[src/rtl/ext_mem_burst_reader.sv]
// Burst read initiator: issues single-word reads to a 1-cycle-latency memory and
// streams the returned words out through a small credit-protected capture FIFO.
module ext_mem_burst_reader #(
  parameter int ADDR_W     = 16,
  parameter int DATA_W     = 16,
  parameter int LEN_W      = 16,
  parameter int FIFO_DEPTH = 4
) (
  input  logic              clk,
  input  logic              rst,
  input  logic              start,
  input  logic [ADDR_W-1:0] start_addr,
  input  logic [LEN_W-1:0]  length,
  output logic              busy,
  output logic              done,
  output logic              mem_re,
  output logic [ADDR_W-1:0] mem_rd_addr,
  input  logic [DATA_W-1:0] mem_rdata,
  output logic              m_valid,
  input  logic              m_ready,
  output logic [DATA_W-1:0] m_data,
  output logic              m_last
);
  localparam int PW = $clog2(FIFO_DEPTH);
  localparam logic [PW:0] DEPTH = (PW+1)'(FIFO_DEPTH);

  typedef enum logic [1:0] {IDLE, RUN, DRAIN, DONE} state_t;
  state_t state, state_nxt;

  logic [ADDR_W-1:0] addr;
  logic [LEN_W-1:0]  remaining, total, popped;
  logic              inflight;
  logic [DATA_W-1:0] fifo [FIFO_DEPTH];
  logic [PW-1:0]     wr_ptr, rd_ptr;
  logic [PW:0]       count;
  logic              issue, push, pop, accept;

  // Credit: a read is only issued if a FIFO slot is guaranteed for its return,
  // so backpressure can never drop memory data.
  assign issue   = (state == RUN) && (remaining != '0) &&
                   (({{PW{1'b0}}, inflight} + count) < DEPTH);
  assign mem_re  = issue && !rst;
  assign mem_rd_addr = addr;
  assign accept  = (state == IDLE) && start;
  assign push    = inflight;
  assign m_valid = (count != '0);
  assign m_data  = fifo[rd_ptr];
  assign m_last  = m_valid && ((popped + LEN_W'(1)) == total);
  assign pop     = m_valid && m_ready;

  always_comb begin
    state_nxt = state;
    busy      = 1'b0;
    done      = 1'b0;
    case (state)
      IDLE:  if (start) state_nxt = (length == '0) ? DONE : RUN;
      RUN: begin
        busy = 1'b1;
        if (issue && remaining == LEN_W'(1)) state_nxt = DRAIN;
      end
      DRAIN: begin
        busy = 1'b1;
        if (pop && m_last) state_nxt = DONE;
      end
      DONE: begin
        done      = 1'b1;
        state_nxt = IDLE;
      end
      default: state_nxt = IDLE;
    endcase
  end

  always_ff @(posedge clk) begin
    if (rst) begin
      state     <= IDLE;
      addr      <= '0;
      remaining <= '0;
      total     <= '0;
      popped    <= '0;
      inflight  <= 1'b0;
      wr_ptr    <= '0;
      rd_ptr    <= '0;
      count     <= '0;
      for (int i = 0; i < FIFO_DEPTH; i++) fifo[i] <= '0;
    end else begin
      state    <= state_nxt;
      inflight <= issue;
      if (accept) begin
        addr      <= start_addr;
        remaining <= length;
        total     <= length;
        popped    <= '0;
      end else if (issue) begin
        addr      <= addr + ADDR_W'(1);
        remaining <= remaining - LEN_W'(1);
      end
      if (push) begin
        fifo[wr_ptr] <= mem_rdata;
        wr_ptr       <= wr_ptr + PW'(1);
      end
      if (pop) begin
        rd_ptr <= rd_ptr + PW'(1);
        popped <= popped + LEN_W'(1);
      end
      case ({push, pop})
        2'b10:   count <= count + (PW+1)'(1);
        2'b01:   count <= count - (PW+1)'(1);
        default: count <= count;
      endcase
    end
  end
endmodule

[config.mk]
export PLATFORM = sky130hd
export DESIGN_NAME = ext_mem_burst_reader
export DESIGN_NICKNAME = d
export VERILOG_FILES = /design/src/rtl/ext_mem_burst_reader.sv
export SDC_FILE = /design/constraint.sdc
export NUM_CORES = 1
export LEC_CHECK = 0
export CAP_MARGIN = 30
export CELL_PAD_IN_SITES_DETAIL_PLACEMENT = 0
export CELL_PAD_IN_SITES_GLOBAL_PLACEMENT = 2
export CORE_MARGIN = 4
export CORE_UTILIZATION = 38
export CTS_BUF_LIST = sky130_fd_sc_hd__clkbuf_4 sky130_fd_sc_hd__clkbuf_8 sky130_fd_sc_hd__clkbuf_16
export CTS_CLUSTER_SIZE = 20
export DETAILED_ROUTE_END_ITERATION = 16
export PLACE_DENSITY = 0.95
export RECOVER_POWER = 50
export SLEW_MARGIN = 10
export SYNTH_ARGS = -nofsm -noshare
export SYNTH_HDL_FRONTEND = slang
export SYNTH_SLANG_ARGS = --single-unit
[constraint.sdc]
create_clock -name clk -period 4.8 [get_ports clk]
set_clock_uncertainty 0.15 [all_clocks]
set_input_delay 0.96 -clock clk [delete_from_list [all_inputs] [get_ports clk]]
set_output_delay 0.96 -clock clk [all_outputs]
set_load 0.01 [all_outputs]
==> Word-level counts from Yosys, hierarchy flattened <==
Memories as Yosys holds them, arrays and structs flattened. A register that Yosys moved wholly into a read port is not among the register bits.
Cells that the tools add are included.
{ "word_totals": {"reg_bits": 74, "ram_bits": 64, "input_bits": 52, "output_inout_bits": 37, "wordCells": 72, "memories": 1} }
{ "memory_table": {"columns": ["name", "words", "word_bits", "read_ports", "rd_clocked_by_memory_dff", "wr", "line_no", "source"], "rows": [
  ["fifo", 4, 16, 1, 1, 4, "33", "logic [DATA_W-1:0] fifo [FIFO_DEPTH];"]
]} }
{ "op_classes": {"addsub": 8, "magnitude_cmp": 1, "eq_ne": 10, "mux": 24, "n_reduce_logical": 19} }
{ "ops": {"columns": ["cell", "count"], "rows": [
  ["2-to-1 mux 16 bit", 7],
  ["adder 16 x 1 -> 16 bit (second input constant)", 2],
  ["== test 16 x 1 -> 1 bit (second input constant)", 1],
  ["== test 16 bit", 1],
  ["logical NOT 16 bit", 1],
  ["nonzero test 16 bit", 1],
  ["OR reduction 16 bit", 1],
  ["subtractor 16 x 1 -> 16 bit (second input constant)", 1],
  ["2-to-1 mux 2 bit", 7],
  ["logical AND 1 bit", 8],
  ["2-to-1 mux 1 bit", 8],
  ["case mux 2 bit (4 select lines)", 1],
  ["== test 2 bit (second input constant)", 3],
  ["case mux 3 bit (2 select lines)", 1],
  ["nonzero test 2 bit", 3],
  ["adder 2 x 1 -> 2 bit (second input constant)", 2],
  ["== test 2 x 1 -> 1 bit (second input constant)", 2],
  ["inequality test 2 bit (second input constant)", 2],
  ["adder 1 x 3 -> 3 bit", 1],
  ["adder 3 x 1 -> 3 bit (second input constant)", 1],
  ["less-than comparator 3 bit (second input constant)", 1],
  ["AND reduction 3 bit", 1],
  ["nonzero test 3 bit", 1],
  ["subtractor 3 x 1 -> 3 bit (second input constant)", 1],
  ["4 further kinds", 4]
]} }

==> Logic depth before layout (Yosys ltp) <==
Gate-level depths: netlist (run 1).
{ "logic_depth": {"depth_word": 6, "mapped_depth": 11, "ltp_nobuf": 9} }

==> Worst setup path after synthesis (run 1) <==
OpenSTA, ideal clock, no wires.
{ "synth_timing": {"path_type": "reg2out", "startpoint": "register popped[1]", "endpoint": "output port m_last", "arrival_ps": 2138, "slack_ps": 1552, "stages_incl_launch_ff": 9, "cell_sequence": "dfxtp_1 > ha_1 > clkbuf_1 > nand2_1 > xor2_1 > or4_1 > a32oi_1 > o2111ai_1 > nor3_1"} }
{ "synth_via": {"elab_chain_cells": 3} }
{ "synth_lines": {"columns": ["element", "line_no", "source"], "rows": [
  ["start: declaration", "31", "logic [LEN_W-1:0] remaining, total, popped;"],
  ["start signal: assignment", "103", "popped <= popped + LEN_W'(1);"],
  ["adder 16 x 1 -> 16 bit", "48", "assign m_last = m_valid && ((popped + LEN_W'(1)) == total);"],
  ["== test 16 bit", "48", null],
  ["logical AND 1 bit", "48", null],
  ["end: declaration", "22", "output logic m_last"]
]} }
No other way between the ends.

==> Worst setup path after layout (run 1) <==
{ "layout_timing": {"startpoint": "register popped[0]", "endpoint": "output port m_last"} }
The elaborated chain is that of the path after synthesis.

==> results of run 1 <==
stage by stage:
| stage | std cells | instance area [um2] |
|---|---|---|
| 2_1_floorplan | 704 | 6810 |
| 3_3_place_gp | 983 | 7910 |
| 3_5_place_dp | 983 | 7910 |
| 4_1_cts | 1015 | 8450 |
| 5_1_grt | 1015 | 8440 |
| 6_report | 1015 | 8440 |
power by group:
| part | internal (mW) | leakage [nW] | switching (mW) |
|---|---|---|---|
| Sequential | 1.43 | 1.28 | 0.149 |
| Clock | 0.689 | 0.262 | 0.499 |
| Combinational | 0.567 | 1.48 | 0.692 |
cell usage in the layout, fill, tap and decap left out, types with 3 or more instances in the layout:
cell type / n
a211oi_1: 18
a21oi_1: 52
a311oi_1: 7
and2_0: 11
and2_1: 11
and3_1: 7
and4_1: 5
buf_4: 5
clkbuf_1: 4
clkbuf_16: 17
clkdlybuf4s50_1: 87
clkinvlp_4: 3
dfxtp_1: 76
edfxtp_1: 64
ha_1: 10
inv_1: 32
inv_6: 4
mux4_2: 16
nand2_1: 90
nand2b_1: 4
nand3_1: 10
nand4_1: 13
nor2_1: 93
nor3_1: 11
nor4_1: 9
o21ai_0: 25
or4_1: 3
xnor2_1: 23
xor2_1: 29
logic make-up (layout without fill, tap and decap cells):
kind of cell    after synthesis  in the layout  synth area share
simple gates                283            283             0.195
flops                       140            140             0.506
compound gates              124            124             0.112
buf+inv                      76            162            0.0423
xor+xnor                     52             52            0.0669
mux                          18             18            0.0559
fa+ha+maj                    11             11            0.0213
cells in the mapped netlist, types with 2 or more instances:
cell type,number,area [um2]
and3_1,7,43.8
or3_1,2,12.5
clkbuf_1,37,139
o211ai_1,2,15.0
or4_1,3,22.5
buf_2,2,10.0
xnor2_1,23,201
a211oi_1,18,135
a311oi_1,8,70.1
a32oi_1,2,17.5
xor2_1,29,254
and4_1,5,43.8
a31oi_1,2,12.5
inv_1,32,120
nor2_1,93,349
nand2b_1,4,25.0
mux4_2,16,360
o31ai_1,2,15.0
nand3_1,10,50.1
edfxtp_1,64,1920
nor2b_1,2,12.5
buf_1,5,18.8
a21oi_1,52,260
nand2_1,91,342
mux2i_1,2,20.0
o21ai_0,25,125
ha_1,10,125
nor3_1,11,55.1
and2_1,22,138
nor3b_1,2,15.0
dfxtp_1,76,1520
nand4_1,13,81.3
nor4_1,10,62.6
cell type report:
| cell class | instances | area (um2) |
|---|---|---|
| tap | 225 | 282 |
| clock buffer | 20 | 454 |
| multi-input combinational | 488 | 3120 |
| sequential | 140 | 3440 |
| timing repair buffer | 98 | 933 |
| inverter | 32 | 120 |
| clock inverter | 12 | 88.8 |
| fill | 1620 | 8970 |
registers in the layout (all words and copies together), names as in the netlist, named ones only:
signal and flops:
remaining 16, rd_ptr 2, total 16, inflight 1
mem_rd_addr 16, fifo 64, state 2, count 3
popped 16, wr_ptr 2
routing by layer:
metal  part of all wire  wire, um  track usage  up-vias
li1                   -         -            -     2630
met1               0.45      7470        0.221     2533
met2               0.49      8120        0.288      150
met3              0.051       840       0.0408       16
met4              0.011       177       0.0535        0
met5                  0         0            0        -
how the worst min path moves through the flow:
stage | to | slack [ns]
finish | total[1] | 0.32
global route | total[15] | 0.34
CTS | total[1] | 0.33
detailed placement | total[1] | 0.32
global placement | total[15] | 0.32
floorplan | total[0] | 0.30
worst max-delay path, stage by stage, from the launching register on:
cell and delay, ns:
dfxtp_1 0.49, ha_1 0.39, nand3_1 0.33, nor4_4 0.39, xnor2_1 0.13, a32oi_1 0.18, o2111ai_1 0.20, nor3_1 0.24
clkdlybuf4s50_1 0.57
==> results_dict.tcl, run 1 <==
set metrics [dict create \
    overflow 0 \
    max-vdd-ir-drop_uv 482 \
    post_cts_buffers 0 \
    vias 5329 \
    slew_viol_final 70 \
    antenna_found_initial 0 \
    rr_endpoint "state[1]" \
    dr.pass1.iters 5 \
    nets 840 \
    place.gp.congestion 0.869 \
    holdWs_ns 0.324 \
    die_x_um 142 \
    worstSetupEndpoint "m_last" \
    antenna_left 0 \
    min_path_type "flip-flop to flip-flop" \
    syn_inst 704 \
    r2r_slack_ns 1.48 \
    finalHoldViolations 0 \
    min_path_cells 2 \
    fin_crit_sh 0.922 \
    p_leak_nw 3.03 \
    worstHoldStart "total[1]" \
    tightest_slew_ns 3.24 \
    violations "capacitance limit, slew limit" \
    wirelength_mm 16.6 \
    r2r-start "popped[0]" \
    ios 89 \
    total_power_mw 4.02 \
    power_density_nw_per_um2 476 \
    vias_per_cell 5.25 \
    htree_levels 4 \
    cts.path.max_buffers 2 \
    synth_edf_count 64 \
    drcViolationCount 0 \
    rsz0062_at_grt "false" \
    startpoint_type "flip-flop" \
    tritoncts "built" \
    rr_worst_depth 9 \
    critPathMaxFanout 10 \
    netlist_area_um2 6810 \
    synth_cell_types 55 \
    die_area_um2 20100 \
    placement.io_buffers 88 \
    worstSetupEndpointType "primary output" \
    ys.flop_type "dfxtp_1" \
    syn_area_per_cell_um2 9.67 \
    grt_max_degree 76 \
    clk_pin_slew_worst_paths_ns 0.06 \
    maxSlewHeadroom -1.16 \
    cts_hold_buf 0 \
    syn_nets 767 \
    rows 48 \
    cp-startpoint "popped[0]" \
    detail_route.wl_per_cell_um 16.4 \
    period_minus_slack_ns 4.43 \
    cts_resized 0 \
    status "complete, but fails checks" \
    fmax_mhz 226 \
    ys_seq_area_frac 0.506 \
    place_worst_setup_slack_ns 0.702 \
    n_antenna_cell 0 \
    cp.arrival_ns 3.32 \
    cap_violations 1 \
    cts.root.buffer_cell "clkbuf_16" \
    ys_ff_latch 140 \
    grt_pass1_vias 5518 \
    finalSetupViolations 0 \
    utilization 0.485 \
    core_um2 17400 \
    start_util 0.391 \
    cts_made_buffers 17 \
    worst_ep_required_time_ns 3.69 \
    hpwlAfterDp_mm 11.4 \
    syn_to_final_growth_pct 24.0 \
    cts_num_sinks 140 \
    clk_latency_ns 0.41 \
    grt_usage 0.172 \
    worstSetupPathType "flip-flop to primary output" \
    die_y_um 142 \
    drt-initial-drc-count 389 \
    synthArstFlopShare 0 \
    fin_setup_tns_ns 0 \
    ys.warnings.count 0 \
    grt_pass1_wl_mm 27.7 \
    drive_gt1_frac 0.0785 \
    fin_ws_ns 0.372 \
]
(Power assumes the default switching activity.)
==> run 2, diff against run 1 <==
--- a/config.mk
+++ b/config.mk
@@ -13,6 +13,7 @@
 export CTS_BUF_LIST = sky130_fd_sc_hd__clkbuf_4 sky130_fd_sc_hd__clkbuf_8 sky130_fd_sc_hd__clkbuf_16
 export CTS_CLUSTER_SIZE = 20
 export DETAILED_ROUTE_END_ITERATION = 16
+export GPL_TIMING_DRIVEN = 0
 export PLACE_DENSITY = 0.95
 export RECOVER_POWER = 50
 export SLEW_MARGIN = 10
==> constraint.sdc (replaced) <==
create_clock -name clk -period 4.8 [get_ports clk]
set_clock_uncertainty 0.15 [all_clocks]
set_input_delay 0.96 -clock clk [delete_from_list [all_inputs] [get_ports clk]]
set_output_delay 0.96 -clock clk [all_outputs]
set_load 0.005 [all_outputs]
==> run 2 against run 1 <==
  * The flow now finishes without violations
  * Clock power grew 16%
  * Via count increased by 5.0%
  * Sequential power barely moved
  * Core utilization increased by 0.91 points
  * Critical path type unchanged
==> results_dict.tcl, run 2 (synthesis gave the netlist of run 1 again) <==
set metrics [dict create \
    status "finished clean" \
    die_y_um 142 \
    rr_worst_depth 11 \
    vias_per_cell 5.32 \
    wirelength_mm 17.6 \
    min_to "total[1]" \
    holdWs_ns 0.319 \
    fillCellCount 1621 \
    dr.pass1.iters 5 \
    worstSetupEndpointType "primary output" \
    startpoint_type "flip-flop" \
    nets 876 \
    drt-initial-drc-count 324 \
    hpwlAfterDp_mm 12.8 \
    fin_crit_sh 0.960 \
    period_minus_slack_ns 4.61 \
    min_path_cells 2 \
    tritoncts "built" \
    max_stage_delay_ns 0.56 \
    rr_endpoint "count[2]" \
    antenna_left 0 \
    min_path_type "flip-flop to flip-flop" \
    rsz0062_at_grt "false" \
    vias 5594 \
    finalHoldViolations 0 \
    start_util 0.391 \
    fin_setup_tns_ns 0 \
    clk_latency_ns 0.42 \
    htree_levels 4 \
    worstSetupPathType "flip-flop to primary output" \
    max-vdd-ir-drop_uv 265 \
    critPathMaxFanout 9 \
    grt_max_degree 17 \
    drive_gt1_frac 0.0666 \
    syn_to_final_growth_pct 26.3 \
    maxSlewHeadroom 0.381 \
    final_cell_mix "nor2_1, nand2_1, dfxtp_1, clkdlybuf4s50_1, edfxtp_1" \
    place.gp.congestion 0.856 \
    fmax_mhz 217 \
    slew_viol_final 0 \
    cap_violations 0 \
    final_common_cell "nor2_1" \
    largest_reg_flops 64 \
    core_um2 17400 \
    detail_route.wl_per_cell_um 16.8 \
    placement.io_buffers 87 \
    rows 48 \
    ios 89 \
    grt_pass1_wl_mm 29.0 \
    finalSetupViolations 0 \
    antenna_found_initial 0 \
    post_cts_buffers 0 \
    die_x_um 142 \
    cp.arrival_ns 3.50 \
    p_leak_nw 3.12 \
    drcViolationCount 0 \
    clk_pin_slew_worst_paths_ns 0.06 \
    die_area_um2 20100 \
    post_dp_cell_area_um2 8000 \
    cp_top_family "simple AND/OR/NAND/NOR gates" \
    worst_ep_required_time_ns 3.69 \
    n_antenna_cell 0 \
    tightest_slew_ns 0.928 \
    cts.path.max_buffers 2 \
    critPathBufInv 2 \
    overflow 0 \
    r2r-start "count[0]" \
    grt_pass1_vias 5664 \
    cts.root.buffer_cell "clkbuf_16" \
    slowest_stage "clkdlybuf4s50_1" \
    fin_area_um2 8600 \
    grt_usage 0.183 \
    cts_made_buffers 17 \
    power_density_nw_per_um2 486 \
    cts_hold_buf 0 \
    regMostFlops "fifo" \
    cts_num_sinks 140 \
    worstHoldStart "total[1]" \
    r2r_slack_ns 1.43 \
    crit_chain "ha_1 -> clkbuf_1 -> nand3_1 -> nor4_4 -> xnor2_1 -> a32oi_1 -> o2111ai_1 -> nor3_1 -> clkdlybuf4s50_1" \
]
-- run 2: repair_timing --
item	in CTS	in global routing
resized for setup	0	1
setup endpoints to repair	0	1
hold endpoints to repair	0	0
-- run 2: final cells by class --
class                   count  area, um2  share of cell area
clock inverters            15        194              0.0226
repair buffers             90        882               0.103
clock buffers              17        425              0.0495
flip-flops and latches    140       3440               0.400
well taps                 225        282              0.0327
multi-input cells         488       3090               0.359
plain buffers              44        168              0.0195
inverters                  32        120              0.0140
-- run 2: worst reg2reg max path, cell delays in order, from the launching register on --
cell      delay [ns]
dfxtp_1         0.38
or3_1           0.24
nand2_1         0.16
clkbuf_1        0.27
inv_1           0.27
buf_1           0.49
ha_1            0.29
inv_1           0.06
fa_1            0.38
xor2_1          0.18
or3_1           0.30
a21oi_1         0.13
-- run 2: power by group --
| group | leakage, nW | switching (mW) | total, mW | internal (mW) |
|---|---|---|---|---|
| registers | 1.28 | 0.139 | 1.56 | 1.42 |
| logic | 1.54 | 0.688 | 1.24 | 0.548 |
| clock network | 0.299 | 0.582 | 1.38 | 0.797 |
-- run 2: how the worst max path moves through the flow --
| stage | depth (start not counted) | to | slack [ns] | start |
|---|---|---|---|---|
| after detailed placement | 9 | m_last | 0.55 | popped[1] |
| after global placement | 9 | m_last | 0.57 | popped[1] |
| after floorplan | 8 | m_last | 1.65 | popped[1] |
| final | 9 | m_last | 0.19 | popped[1] |
| after global routing | 9 | m_last | 0.004 | popped[1] |
| after CTS | 9 | m_last | 0.09 | popped[1] |
-- run 2: layer usage --
metal  track usage  part of all wire
met2         0.307              0.49
met4        0.0545             0.014
met3        0.0435             0.054
met1         0.236              0.44
met5             0                 0
-- run 2: stage by stage --
stage / worst slack (ns) / std cells / total power, mW / util
final: 0.192 / 1051 / 4.18 / 0.494
after global routing: 0.00416 / 1051 / 4.43 / 0.494
after CTS: 0.0940 / 1051 / 4.24 / 0.495
after detailed placement: 0.555 / 1019 / 2.85 / 0.459
after global placement: 0.567 / 1016 / 2.81 / 0.457
after floorplan: 1.65 / 704 / 2.34 / -
==> run 3, diff against run 2 <==
--- a/config.mk
+++ b/config.mk
@@ -16,7 +16,7 @@
 export GPL_TIMING_DRIVEN = 0
 export PLACE_DENSITY = 0.95
 export RECOVER_POWER = 50
-export SLEW_MARGIN = 10
+export SLEW_MARGIN = 20
 export SYNTH_ARGS = -nofsm -noshare
 export SYNTH_HDL_FRONTEND = slang
 export SYNTH_SLANG_ARGS = --single-unit
==> run 3 against run 2 <==
  * Cell area shrank 0.33%
  * Critical endpoint unchanged
  * Critical path depth is the same
  * Largest cell class unchanged
  * Critical path type unchanged
  * Largest power group unchanged
  * Via count shrank 0.80%
  * Highest routed layer unchanged
  * Combinational power is essentially flat
  * Total power shrank 2.3%
==> results_dict.tcl, run 3 (synthesis gave the netlist of run 1 again) <==
set metrics [dict create \
    die_area_um2 20100 \
    place.gp.congestion 0.856 \
    n_antenna_cell 0 \
    worstSetupPathType "flip-flop to primary output" \
    utilization 0.492 \
    overflow 0 \
    fillCellCount 1612 \
    status "finished clean" \
    cap_violations 0 \
    drcViolationCount 0 \
    dr.pass1.iters 5 \
    largest_reg_flops 64 \
    placement.io_buffers 87 \
    wirelength_mm 17.6 \
    cp.arrival_ns 3.50 \
    finalSetupViolations 0 \
    start_util 0.391 \
    detail_route.wl_per_cell_um 16.8 \
    tightest_slew_ns 1.37 \
    max_stage_delay_ns 0.55 \
    clk_pin_slew_worst_paths_ns 0.06 \
    worstSetupEndpointType "primary output" \
    fmax_mhz 217 \
    slew_viol_final 0 \
    final_cell_mix "nor2_1, nand2_1, dfxtp_1, clkdlybuf4s50_1, edfxtp_1" \
    grt_max_degree 17 \
    rsz0062_at_grt "false" \
    drt-initial-drc-count 311 \
    fin_crit_sh 0.960 \
    grt_pass1_vias 5553 \
    grt_usage 0.181 \
    max-vdd-ir-drop_uv 279 \
    ios 89 \
    post_dp_cell_area_um2 8000 \
    finalHoldViolations 0 \
    antenna_found_initial 0 \
    slowest_stage "clkdlybuf4s50_1" \
    cts_num_sinks 140 \
    rows 48 \
    clk_latency_ns 0.42 \
    fin_area_um2 8570 \
    cts_hold_buf 0 \
    cp_top_family "simple AND/OR/NAND/NOR gates" \
    fin_ws_ns 0.192 \
    instances_no_fill 1050 \
    tritoncts "built" \
    critPathMaxFanout 9 \
    p_leak_nw 3.10 \
    vias 5549 \
    cts.root.buffer_cell "clkbuf_16" \
    cts.path.max_buffers 2 \
    die_y_um 142 \
    htree_levels 4 \
    critPathBufInv 2 \
    maxSlewHeadroom 0.0892 \
    cts_made_buffers 17 \
    antenna_left 0 \
    startpoint_type "flip-flop" \
    dp.cells 1018 \
    core_um2 17400 \
    drive_gt1_frac 0.0655 \
    post_cts_buffers 0 \
    worst_ep_required_time_ns 3.69 \
    syn_to_final_growth_pct 25.9 \
    nets 875 \
    min_path_type "flip-flop to flip-flop" \
    crit_chain "ha_1 -> clkbuf_1 -> nand3_1 -> nor4_4 -> xnor2_1 -> a32oi_1 -> o2111ai_1 -> nor3_1 -> clkdlybuf4s50_1" \
    period_minus_slack_ns 4.61 \
    final_common_cell "nor2_1" \
    place_worst_setup_slack_ns 0.541 \
    die_x_um 142 \
    vias_per_cell 5.28 \
    regMostFlops "fifo" \
    fin_setup_tns_ns 0 \
    power_density_nw_per_um2 477 \
    grt_pass1_wl_mm 28.3 \
    hpwlAfterDp_mm 12.8 \
]
## run 3: cell types whose count changed in the layout (fill, tap and decap cells not counted), moves of 2 or more
cell	delta
inv_8	-6
clkbuf_4	+2
clkinv_4	+3
bufinv_16	-2
clkbuf_16	+3
inv_6	-2
clkinvlp_4	+2
## run 3: final cells by class
class	count	area, um2	area share
multi-input cells	488	3090	0.360
repair buffers	89	878	0.102
clock buffers	22	515	0.0601
clock inverters	10	78.8	0.00920
inverters	32	120	0.0140
flip-flops and latches	140	3440	0.402
plain buffers	44	168	0.0196
well taps	225	282	0.0328
## run 3: where the power goes
part	switching, mW	internal, mW
clock	0.513	0.769
sequential	0.140	1.43
combinational	0.689	0.548
total	1.34	2.74
## run 3: repair_timing
action,in CTS,in global routing
endpoints found under the hold margin,0,0
resized for setup,0,1
endpoints found under the setup margin,0,1
## run 3: routing by layer
metal | global-route usage | share of wire
met5 | 0 | 0
met4 | 0.0657 | 0.016
met3 | 0.0482 | 0.052
met2 | 0.307 | 0.49
met1 | 0.222 | 0.44
## run 3: final timing paths
kind,startpoint,to,slack [ns],cells after the start
min reg2reg,total[1],total[1],0.32,2
max,popped[1],m_last,0.19,9
max reg2reg,popped[1],state[1],1.39,10
min,total[1],total[1],0.32,2
## run 3: stage by stage
step | hold slack [ns] | total power, mW
floorplan | 0.298 | 2.34
global placement | 0.311 | 2.81
detailed placement | 0.313 | 2.85
CTS | 0.321 | 4.15
global route | 0.358 | 4.32
finish | 0.317 | 4.08
## run 3: worst reg2reg max path: stages, from the launching register on
cell and delay, ns:
dfxtp_1 0.48, ha_1 0.20, clkbuf_1 0.31, nand3_1 0.37
nor4_4 0.39, xnor2_1 0.11, a32oi_1 0.18, o2111ai_1 0.21
o41ai_2 0.50, a21oi_1 0.13, a311oi_1 0.28
